<file path="src/rtl/hazard_pkg.sv">
// Shared types and latency constants for the scoreboard hazard unit.
package hazard_pkg;

  localparam int SB_NREG  = 32;
  localparam int SB_AW    = $clog2(SB_NREG);
  localparam int SB_LAT_W = 3;

  typedef logic [SB_LAT_W-1:0] sb_lat_t;

  localparam sb_lat_t LAT_ALU  = sb_lat_t'(1);
  localparam sb_lat_t LAT_LOAD = sb_lat_t'(2);
  localparam sb_lat_t LAT_MUL  = sb_lat_t'(4);
  localparam sb_lat_t LAT_DIV  = sb_lat_t'(7);

  typedef struct packed {
    logic             v;
    logic [SB_AW-1:0] rd;
  } hist_t;

  localparam hist_t HIST_EMPTY = '{v: 1'b0, rd: '0};

endpackage

</file>
<file path="src/rtl/sb_counter.sv">
// One scoreboard entry: cycles remaining until a pending result is forwardable.
module sb_counter #(
  parameter int W = 3
) (
  input  logic         clk,
  input  logic         rst_n,
  input  logic         en,
  input  logic         load,
  input  logic [W-1:0] load_val,
  input  logic         clr,
  output logic [W-1:0] cnt,
  output logic         nz
);

  logic [W-1:0] cnt_d, cnt_q;

  // A squash clear beats a new load, which beats the ordinary countdown.
  always_comb begin
    // NOTE: default assignment first so no path through this block infers a latch.
    cnt_d = cnt_q;
    if (clr)                        cnt_d = '0;
    else if (load)                  cnt_d = load_val;
    else if (en && cnt_q != '0)     cnt_d = cnt_q - W'(1);
  end

  always_ff @(posedge clk or negedge rst_n) begin
    // NOTE: non-blocking assignments for all flop updates to avoid race ordering.
    if (!rst_n) cnt_q <= '0;
    else        cnt_q <= cnt_d;
  end

  assign cnt = cnt_q;
  assign nz  = (cnt_q != '0);

endmodule

</file>
<file path="src/rtl/hazard_scoreboard.sv">
// Per-register countdown scoreboard: stalls readers and WAW writers until the
// pending result is forwardable, and cancels squashed producers on redirect.
module hazard_scoreboard
  import hazard_pkg::*;
#(
  parameter int NREG        = SB_NREG,
  parameter int AW          = $clog2(NREG),
  parameter int LAT_W       = SB_LAT_W,
  parameter int NSRC        = 2,
  parameter int FLUSH_DEPTH = 2
) (
  input  logic                     clk,
  input  logic                     rst_n,
  input  logic                     issue_valid,
  input  logic                     issue_wen,
  input  logic [AW-1:0]            issue_rd,
  input  logic [LAT_W-1:0]         issue_lat,
  input  logic [NSRC-1:0][AW-1:0]  src_addr,
  input  logic [NSRC-1:0]          src_used,
  input  logic                     hold,
  input  logic                     redirect,
  output logic                     stall_f,
  output logic                     stall_d,
  output logic                     flush_d,
  output logic                     flush_e,
  output logic                     issue_fire,
  output logic [NREG-1:0]          busy_mask
);

  localparam int HD = (FLUSH_DEPTH > 0) ? FLUSH_DEPTH : 1;

  logic [LAT_W-1:0] cnt [NREG];
  logic [LAT_W-1:0] eff_lat;
  logic [NREG-1:0]  clr_vec;
  logic             raw, waw, haz, fire_wr;
  hist_t            hist_d [HD];
  hist_t            hist_q [HD];

  assign eff_lat = (issue_lat == '0) ? LAT_W'(1) : issue_lat;
  assign fire_wr = issue_fire && issue_wen && (issue_rd != '0);

  always_comb begin
    raw = 1'b0;
    for (int s = 0; s < NSRC; s++) begin
      if (src_used[s] && src_addr[s] != '0 && cnt[src_addr[s]] > LAT_W'(1)) raw = 1'b1;
    end
    waw = issue_wen && (issue_rd != '0) && (cnt[issue_rd] > eff_lat);
    haz = issue_valid && (raw || waw);

    stall_f    = 1'b0;
    stall_d    = 1'b0;
    flush_d    = 1'b0;
    flush_e    = 1'b0;
    issue_fire = 1'b0;
    if (redirect) begin
      flush_d = 1'b1;
      flush_e = 1'b1;
    end else if (hold) begin
      stall_f = 1'b1;
      stall_d = 1'b1;
    end else if (haz) begin
      stall_f = 1'b1;
      stall_d = 1'b1;
      flush_e = 1'b1;
    end else begin
      issue_fire = issue_valid;
    end
  end

  // Only the youngest FLUSH_DEPTH producers can be wrong-path on a redirect.
  always_comb begin
    clr_vec = '0;
    if (redirect) begin
      for (int i = 0; i < FLUSH_DEPTH; i++) begin
        if (hist_q[i].v) clr_vec[hist_q[i].rd] = 1'b1;
      end
    end
  end

  always_comb begin
    hist_d = hist_q;
    if (redirect) begin
      for (int i = 0; i < HD; i++) hist_d[i] = HIST_EMPTY;
    end else if (!hold) begin
      for (int i = HD - 1; i > 0; i--) hist_d[i] = hist_q[i-1];
      hist_d[0] = '{v: fire_wr, rd: issue_rd};
    end
  end

  always_ff @(posedge clk or negedge rst_n) begin
    if (!rst_n) begin
      for (int i = 0; i < HD; i++) hist_q[i] <= HIST_EMPTY;
    end else begin
      hist_q <= hist_d;
    end
  end

  assign cnt[0]       = '0;
  assign busy_mask[0] = 1'b0;

  for (genvar r = 1; r < NREG; r++) begin : g_cnt
    sb_counter #(.W(LAT_W)) u_cnt (
      .clk      (clk),
      .rst_n    (rst_n),
      .en       (!hold),
      .load     (fire_wr && (issue_rd == AW'(r))),
      .load_val (eff_lat),
      .clr      (clr_vec[r]),
      .cnt      (cnt[r]),
      .nz       (busy_mask[r])
    );
  end

endmodule

</file>
<file path="config.mk">
export PLATFORM = sky130hd
export DESIGN_NAME = hazard_scoreboard
export DESIGN_NICKNAME = d
export VERILOG_FILES = /design/src/rtl/hazard_pkg.sv /design/src/rtl/sb_counter.sv /design/src/rtl/hazard_scoreboard.sv
export SDC_FILE = /design/constraint.sdc
export NUM_CORES = 1
export LEC_CHECK = 0
export BUFFER_PORTS_ARGS = -buffer_cell sky130_fd_sc_hd__buf_2
export CAP_MARGIN = 40
export CORE_AREA = 2 2 138 140
export CTS_CLUSTER_SIZE = 24
export DETAILED_ROUTE_END_ITERATION = 7
export DIE_AREA = 0 0 140 142
export GPL_ROUTABILITY_DRIVEN = 0
export PLACE_DENSITY = 0.75
export SLEW_MARGIN = 20
export SYNTH_ARGS = -nofsm -noshare
export SYNTH_HDL_FRONTEND = slang
export SYNTH_SLANG_ARGS = --single-unit
</file>
<file path="constraint.sdc">
create_clock -name clk -period 5.3 [get_ports clk]
set_clock_uncertainty 0.2 [all_clocks]
set_input_delay 0.795 -clock clk [delete_from_list [all_inputs] [get_ports clk]]
set_output_delay 0.795 -clock clk [all_outputs]
set_load 0.02 [all_outputs]
</file>
### After elaboration in Yosys (flattened, before gate mapping)

Cells that the tools add are included.

| storage, ports and cells | value |
|---|---|
| register bits | 105 |
| bits in latches | 0 |
| memory bits (writable) | 0 |
| ROM bits | 0 |
| bits of input ports | 26 |
| output and inout port bits | 37 |
| word-level logic and storage cells | 377 |
| memories kept | 0 |

| operators by class | value |
|---|---|
| add/subtract/negate cells | 31 |
| multipliers | 0 |
| divide/modulo/power cells | 0 |
| magnitude comparators | 10 |
| equal/unequal tests | 32 |
| shift operators | 0 |
| mux-type cells | 124 |
| bitwise operators | 4 |
| reductions and logical operators | 141 |

Operators with widths:

| operator | count |
|---|---|
| 3-bit 2-to-1 mux | 100 |
| 3-bit nonzero test | 62 |
| 32-bit 2-to-1 mux | 4 |
| 3-bit by 1-bit subtractor with 3-bit output (second input constant) | 31 |
| 5-bit == test (second input constant) | 16 |
| 1-bit logical AND | 73 |
| 3-bit binary-select mux with 5-bit select | 3 |
| 5-bit by 4-bit == test with 1-bit output (second input constant) | 8 |
| 32-bit OR | 1 |
| 12-bit 2-to-1 mux | 2 |
| 5-bit by 3-bit == test with 1-bit output (second input constant) | 4 |
| 6-bit greater-or-equal comparator (second input constant) | 3 |
| 5-bit NOT with 6-bit output | 3 |
| 5-bit nonzero test | 3 |
| 1-bit 2-to-1 mux | 13 |
| 5-bit by 6-bit < comparator with 1-bit output (second input constant) | 2 |
| 1-bit demux with 5-bit select | 2 |
| 5-bit by 2-bit == test with 1-bit output (second input constant) | 2 |
| 5-bit by 1-bit greater-or-equal comparator with 1-bit output (second input constant) | 2 |
| 3-bit by 1-bit > comparator with 1-bit output (second input constant) | 2 |
| 5-bit by 1-bit == test with 1-bit output (second input constant) | 1 |
| 3-bit > comparator | 1 |
| 3-bit logical NOT | 1 |
| 2-bit by 1-bit inequality test with 1-bit output (second input constant) | 1 |
| 2 further kinds | 2 |

### Longest topological paths before layout

| logic depth | value |
|---|---|
| depth after elaboration | 18 |
| gate-level depth with buffers | 20 |
| mapped depth without buffers | 15 |

### Hierarchy

A second synthesis with hierarchy kept.

| unflattened totals | value |
|---|---|
| cells, all modules | 1071 |
| area total of the unflattened synthesis | 9481.6 um2 |

Modules (own cells, without submodules):

| module | instances | cells an instance | area each (um2) |
|---|---|---|---|
| sb_counter | 31 | 22 | 203.9 |
| hazard_scoreboard | 1 | 389 | 3159.3 |

### Worst setup path before layout

Ideal clock, no wire load.

| path | value |
|---|---|
| path kind | input -> output |
| from | in issue_rd[0] |
| to | out stall_f |
| arrival time | 4.334 ns |
| data required time | 4.305 ns |
| path slack | -0.029 ns |
| cell stages on the path | 17 |
| path buffers | 5 |
| cell sequence | buf_2 > buf_2 > mux4_2 > mux4_2 > nor2_1 > nor2_1 > ha_1 > nand3_1 > o21ai_0 > nor3_1 > nor4_2 > nand4_2 > buf_6 > buf_2 > a21oi_1 > nor2_1 > buf_4 |

| between the ends | value |
|---|---|
| longest elaborated chain between the ends | 11 |
| elaborated cells between the ends (all ways) | 13 |

Ends and longest elaborated chain:

| element | RTL line | RTL |
|---|---|---|
| from (decl) | hazard_scoreboard.sv:16 | `input logic [AW-1:0] issue_rd,` |
| 5-bit NOT with 6-bit output (not written as such) | hazard_scoreboard.sv:47 | `waw = issue_wen && (issue_rd != '0) && (cnt[issue_rd] > eff_lat);` |
| 3-bit binary-select mux with 5-bit select | hazard_scoreboard.sv:47 |  |
| 3-bit 2-to-1 mux (not written as such) (2 in series) | hazard_scoreboard.sv:47 |  |
| 3-bit > comparator | hazard_scoreboard.sv:47 |  |
| 1-bit logical AND (*) | hazard_scoreboard.sv:47 |  |
| 1-bit logical OR (*) | hazard_scoreboard.sv:48 | `haz = issue_valid && (raw \|\| waw);` |
| 1-bit logical AND (*) | hazard_scoreboard.sv:48 |  |
| 1-bit 2-to-1 mux (*) (3 in series) | -- |  |
| to (decl) | hazard_scoreboard.sv:22 | `output logic stall_f,` |

Every way passes the cells marked *; elsewhere a longest branch is shown, timed or not. The select of a mux whose other input is x is not followed.

### Worst setup path after layout

| path | value |
|---|---|
| from | in issue_rd[1] |
| to | out stall_d |

| between the ends | value |
|---|---|
| longest elaborated chain between the ends | 11 |
| elaborated cells between the ends (all ways) | 13 |

Ends and longest elaborated chain:

| element | RTL line | RTL |
|---|---|---|
| 5-bit NOT with 6-bit output (not written as such) | hazard_scoreboard.sv:47 |  |
| 3-bit binary-select mux with 5-bit select | hazard_scoreboard.sv:47 |  |
| 3-bit 2-to-1 mux (not written as such) (2 in series) | hazard_scoreboard.sv:47 |  |
| 3-bit > comparator | hazard_scoreboard.sv:47 |  |
| 1-bit logical AND (*) | hazard_scoreboard.sv:47 |  |
| 1-bit logical OR (*) | hazard_scoreboard.sv:48 |  |
| 1-bit logical AND (*) | hazard_scoreboard.sv:48 |  |
| 1-bit 2-to-1 mux (*) | hazard_scoreboard.sv:61 | `end else if (haz) begin` |
| 1-bit 2-to-1 mux (*) | hazard_scoreboard.sv:58 | `end else if (hold) begin` |
| 1-bit 2-to-1 mux (*) | hazard_scoreboard.sv:55 | `if (redirect) begin` |
| to (decl) | hazard_scoreboard.sv:23 | `output logic stall_d,` |

Marks and branches as above.

==> key figures <==
Outcome
  – Status: finished with violations
  – Failing checks: DRC

Power and ir drop
  – Pint: between 0.002 and 0.003 W
  – Peak ir drop on the vdd network: between 0.2 and 0.25 mV
  – Share of total power in combinational logic: a little over half
  – P_sw: approximately 0.0023 W
  – Power per cell area: 502 nW/um^2
  – Sequential share of power: between 30% and 40%
  – Clock power share: 15.6%
  – Sw Ratio: between 40% and 50%
  – Leakage: about 4.6 nW

Synth
  – Yosys Warn Count: 0
  – Sequential area share after synthesis: about a quarter
  – Count of different cell masters after synthesis: 64
  – EDFF count, synth: 0
  – Ys async rst share: 100%
  – Yosys reg bits: about 110
  – Top cells by area, synth: dfrtp_1 (26%), mux4_2 (8.4%), ha_1 (8.2%)
  – Syn avg cell area: roughly 8.4 um^2
  – Most common cell in the netlist: nand2_1
  – Syn Nets: about 1300
  – Yosys top cell area share: a little over a quarter
  – Post-synth top flop: dfrtp_1
  – Most instantiated cells after synthesis: nand2_1 (137), dfrtp_1 (105), nor2_1 (105)
  – Post-synth top area cell: dfrtp_1
  – Cells after Synth: approximately 1200
  – Post-Syn Area: between 9000 and 10000 um^2

GRT
  – First-pass GRT wire length: a little under 50000 um
  – Vias in the first global route: approximately 9000
  – Initial antenna violation count: 0
  – Overall global routing resource usage: a little under a third
  – GR Overflow Total: 0
  – Pin count of the biggest net entering global routing: 54

Timing
  – Fin. Hold Viols: 0
  – Slew Viols, Final: 0
  – Minimum clock period: 5060 ps
  – Max-Slew Margin vs Limit: roughly half
  – Setup TNS: 0 ps
  – Setup violators final: 0
  – Min Hold Slack: about 65 ps
  – Fmax: around 200 MHz
  – RSZ-0062 raised after global routing: false
  – Post-route setup slack: 236 ps
  – Final period utilization: between 90% and 100%
  – Slew @ Worst Pin: between 700 and 800 ps

Detailed routing
  – DR WL/cell: 22.2 um
  – Post-route ant nets: 0
  – Via Count: 9248
  – Vias per inst: 6.61
  – Drt total wl: ~31000 um
  – DRC viols: 7
  – Drt pass-1 iters: 8
  – DR iter-0 viols: 1367

Critical path
  – Arrival time at the worst endpoint: 4070 ps
  – CP Max Fanout: 16
  – Critical path type: in2out
  – Crit path launch type: primary input
  – CP required: about 4300 ps
  – Critical Path End Type: output pin

Cells and area
  – Final design utilization: 57.0%
  – Syn-to-layout area delta: 5.86%
  – # diodes: 0
  – Fraction of final layout cells sized beyond drive strength 1: between 10% and 20%
  – Reg area: around 2600 um^2
  – NumNets Final: roughly 1300
  – Filler cells: between 1500 and 2000
  – Multi-input logic area: around 6300 um^2

Clocking
  – Clk slew on worst S/H paths: around 80 ps
  – CTS tree: yes
  – Worst-case clock buffer depth: 2
  – Num CTS Buffers: 9
  – Post-CTS Setup Bufs: 0
  – Worst-skew pair later-pin latency: 370 ps
  – Clock Tree Root: clkbuf_16
  – Clock sink count: around 110
  – H-Tree Depth: 3

Die
  – Row count: 50
  – Core Footprint: 18500 um^2
  – Die area: roughly 20000 um^2
  – Top Ports: 63
  – Die width: between 100 and 150 um
  – Die Y: around 140 um
  – Initial Utilization: between 50 and 60%

Flow run
  – Max Cap Viol: 0

Placement
  – Pre-CTS setup slack: roughly 230 ps
  – Port bufs: slightly above 60
  – HPWL Detailed: between 20000 and 25000 um

Min path
  – Hold Path Class: in2async
==> sequential cells by signal, summed over array words and instances, names as in the netlist <==
register	cells
g_cnt.u_cnt.cnt	93
hist_q	12
==> per-stage QoR <==
step	area, um^2	cells	power, W
3_5_place_dp	10200	1383	0.00439
5_1_grt	10500	1399	0.00566
2_1_floorplan	9930	1178	0.00376
6_report	10500	1399	0.00528
3_3_place_gp	10100	1381	0.00428
4_1_cts	10500	1399	0.00522
==> per-layer routing <==
metal | global-route usage (%) | routed length [um] | up-vias
li1 | - | - | 4121
met1 | 39.6 | 12000 | 4407
met2 | 49.6 | 13900 | 577
met3 | 8.18 | 3450 | 143
met4 | 17.1 | 1620 | 0
met5 | 0 | 0 | -
==> kinds of logic after synthesis <==
kind of cell	after synthesis	share of synthesized area, %
AO/OA/AOI/OAI	226	15.9
multiplexers	98	14.6
XOR/XNOR	47	4.15
flip-flops	105	26.5
buffers and inverters	212	9.63
AND/OR/NAND/NOR	424	21.0
adder cells (fa/ha/maj)	65	8.19
other	1	0.0378
==> cell type report <==
cell class | instances | area share [%]
multi-input cells | 861 | 60.4
flip-flops and latches | 105 | 25.0
repair buffers | 85 | 4.98
inverters | 98 | 3.50
well taps | 234 | 2.79
clock buffers | 10 | 2.27
clock inverters | 6 | 1.07
==> repair_timing <==
item                       CTS  global route
setup endpoints to repair    0             2
hold endpoints to repair     0             0
hold buffers                 0             0
resized for setup            0             1
==> placed cells by master (no fill, tap or decap), drive strengths merged, types with 4 or more instances in the layout <==
master,n
o41ai,29
a211o,4
mux2i,56
o211a,4
o21ai,14
a31oi,4
xnor2,47
o31ai,28
and2,31
mux4,37
ha,65
a311o,10
clkbuf,11
nand2b,19
o22ai,33
inv,99
buf,84
o211ai,15
nand3b,12
nand2,137
dfrtp,105
nor2b,11
or3b,6
a211oi,7
nand4,18
a21oi,58
nor2,105
nor4b,7
nor3,19
a31o,5
mux2,5
nand3,26
and3,8
nor4,7
or4,9
==> path summary, 6_finish.rpt <==
path                                                    start                                  to  slack (ps)  cells after the start
max in group asynchronous                               rst_n  g_cnt[13].u_cnt.cnt[2]$_DFFE_PN0P_        3990                      2
min                                                     rst_n  g_cnt[22].u_cnt.cnt[2]$_DFFE_PN0P_          70                      1
min reg2reg                             hist_q[0]$_DFFE_PN0P_               hist_q[0]$_DFFE_PN0P_         410                      2
max reg2reg                g_cnt[20].u_cnt.cnt[1]$_DFFE_PN0P_  g_cnt[10].u_cnt.cnt[2]$_DFFE_PN0P_        1000                     11
min in group clk                        hist_q[0]$_DFFE_PN0P_               hist_q[0]$_DFFE_PN0P_         410                      2
max                                               issue_rd[1]                             stall_d         240                     14
==> power by group through the flow <==
| stage | Combinational, W | Sequential (W) | Clock, W |
|---|---|---|---|
| 2_1_floorplan | 0.00233 | 0.00143 | 0 |
| 3_3_place_gp | 0.00262 | 0.00166 | 0 |
| 3_5_place_dp | 0.00273 | 0.00166 | 0 |
| 4_1_cts | 0.00276 | 0.00165 | 0.000816 |
| 5_1_grt | 0.00310 | 0.00171 | 0.000848 |
| 6_report | 0.00277 | 0.00168 | 0.000822 |
==> critical path: stages <==
cell and delay, ps:
clkbuf_4 280, buf_4 290, mux4_2 320, mux4_2 470, nor2_1 100, nor2_1 60
ha_1 290, a211oi_1 230, nor3_1 110, nor4_2 340, nand4_2 250, a21oi_1 280
nor2_2 60, buf_2 190
Power figures use the tool's default switching activity.
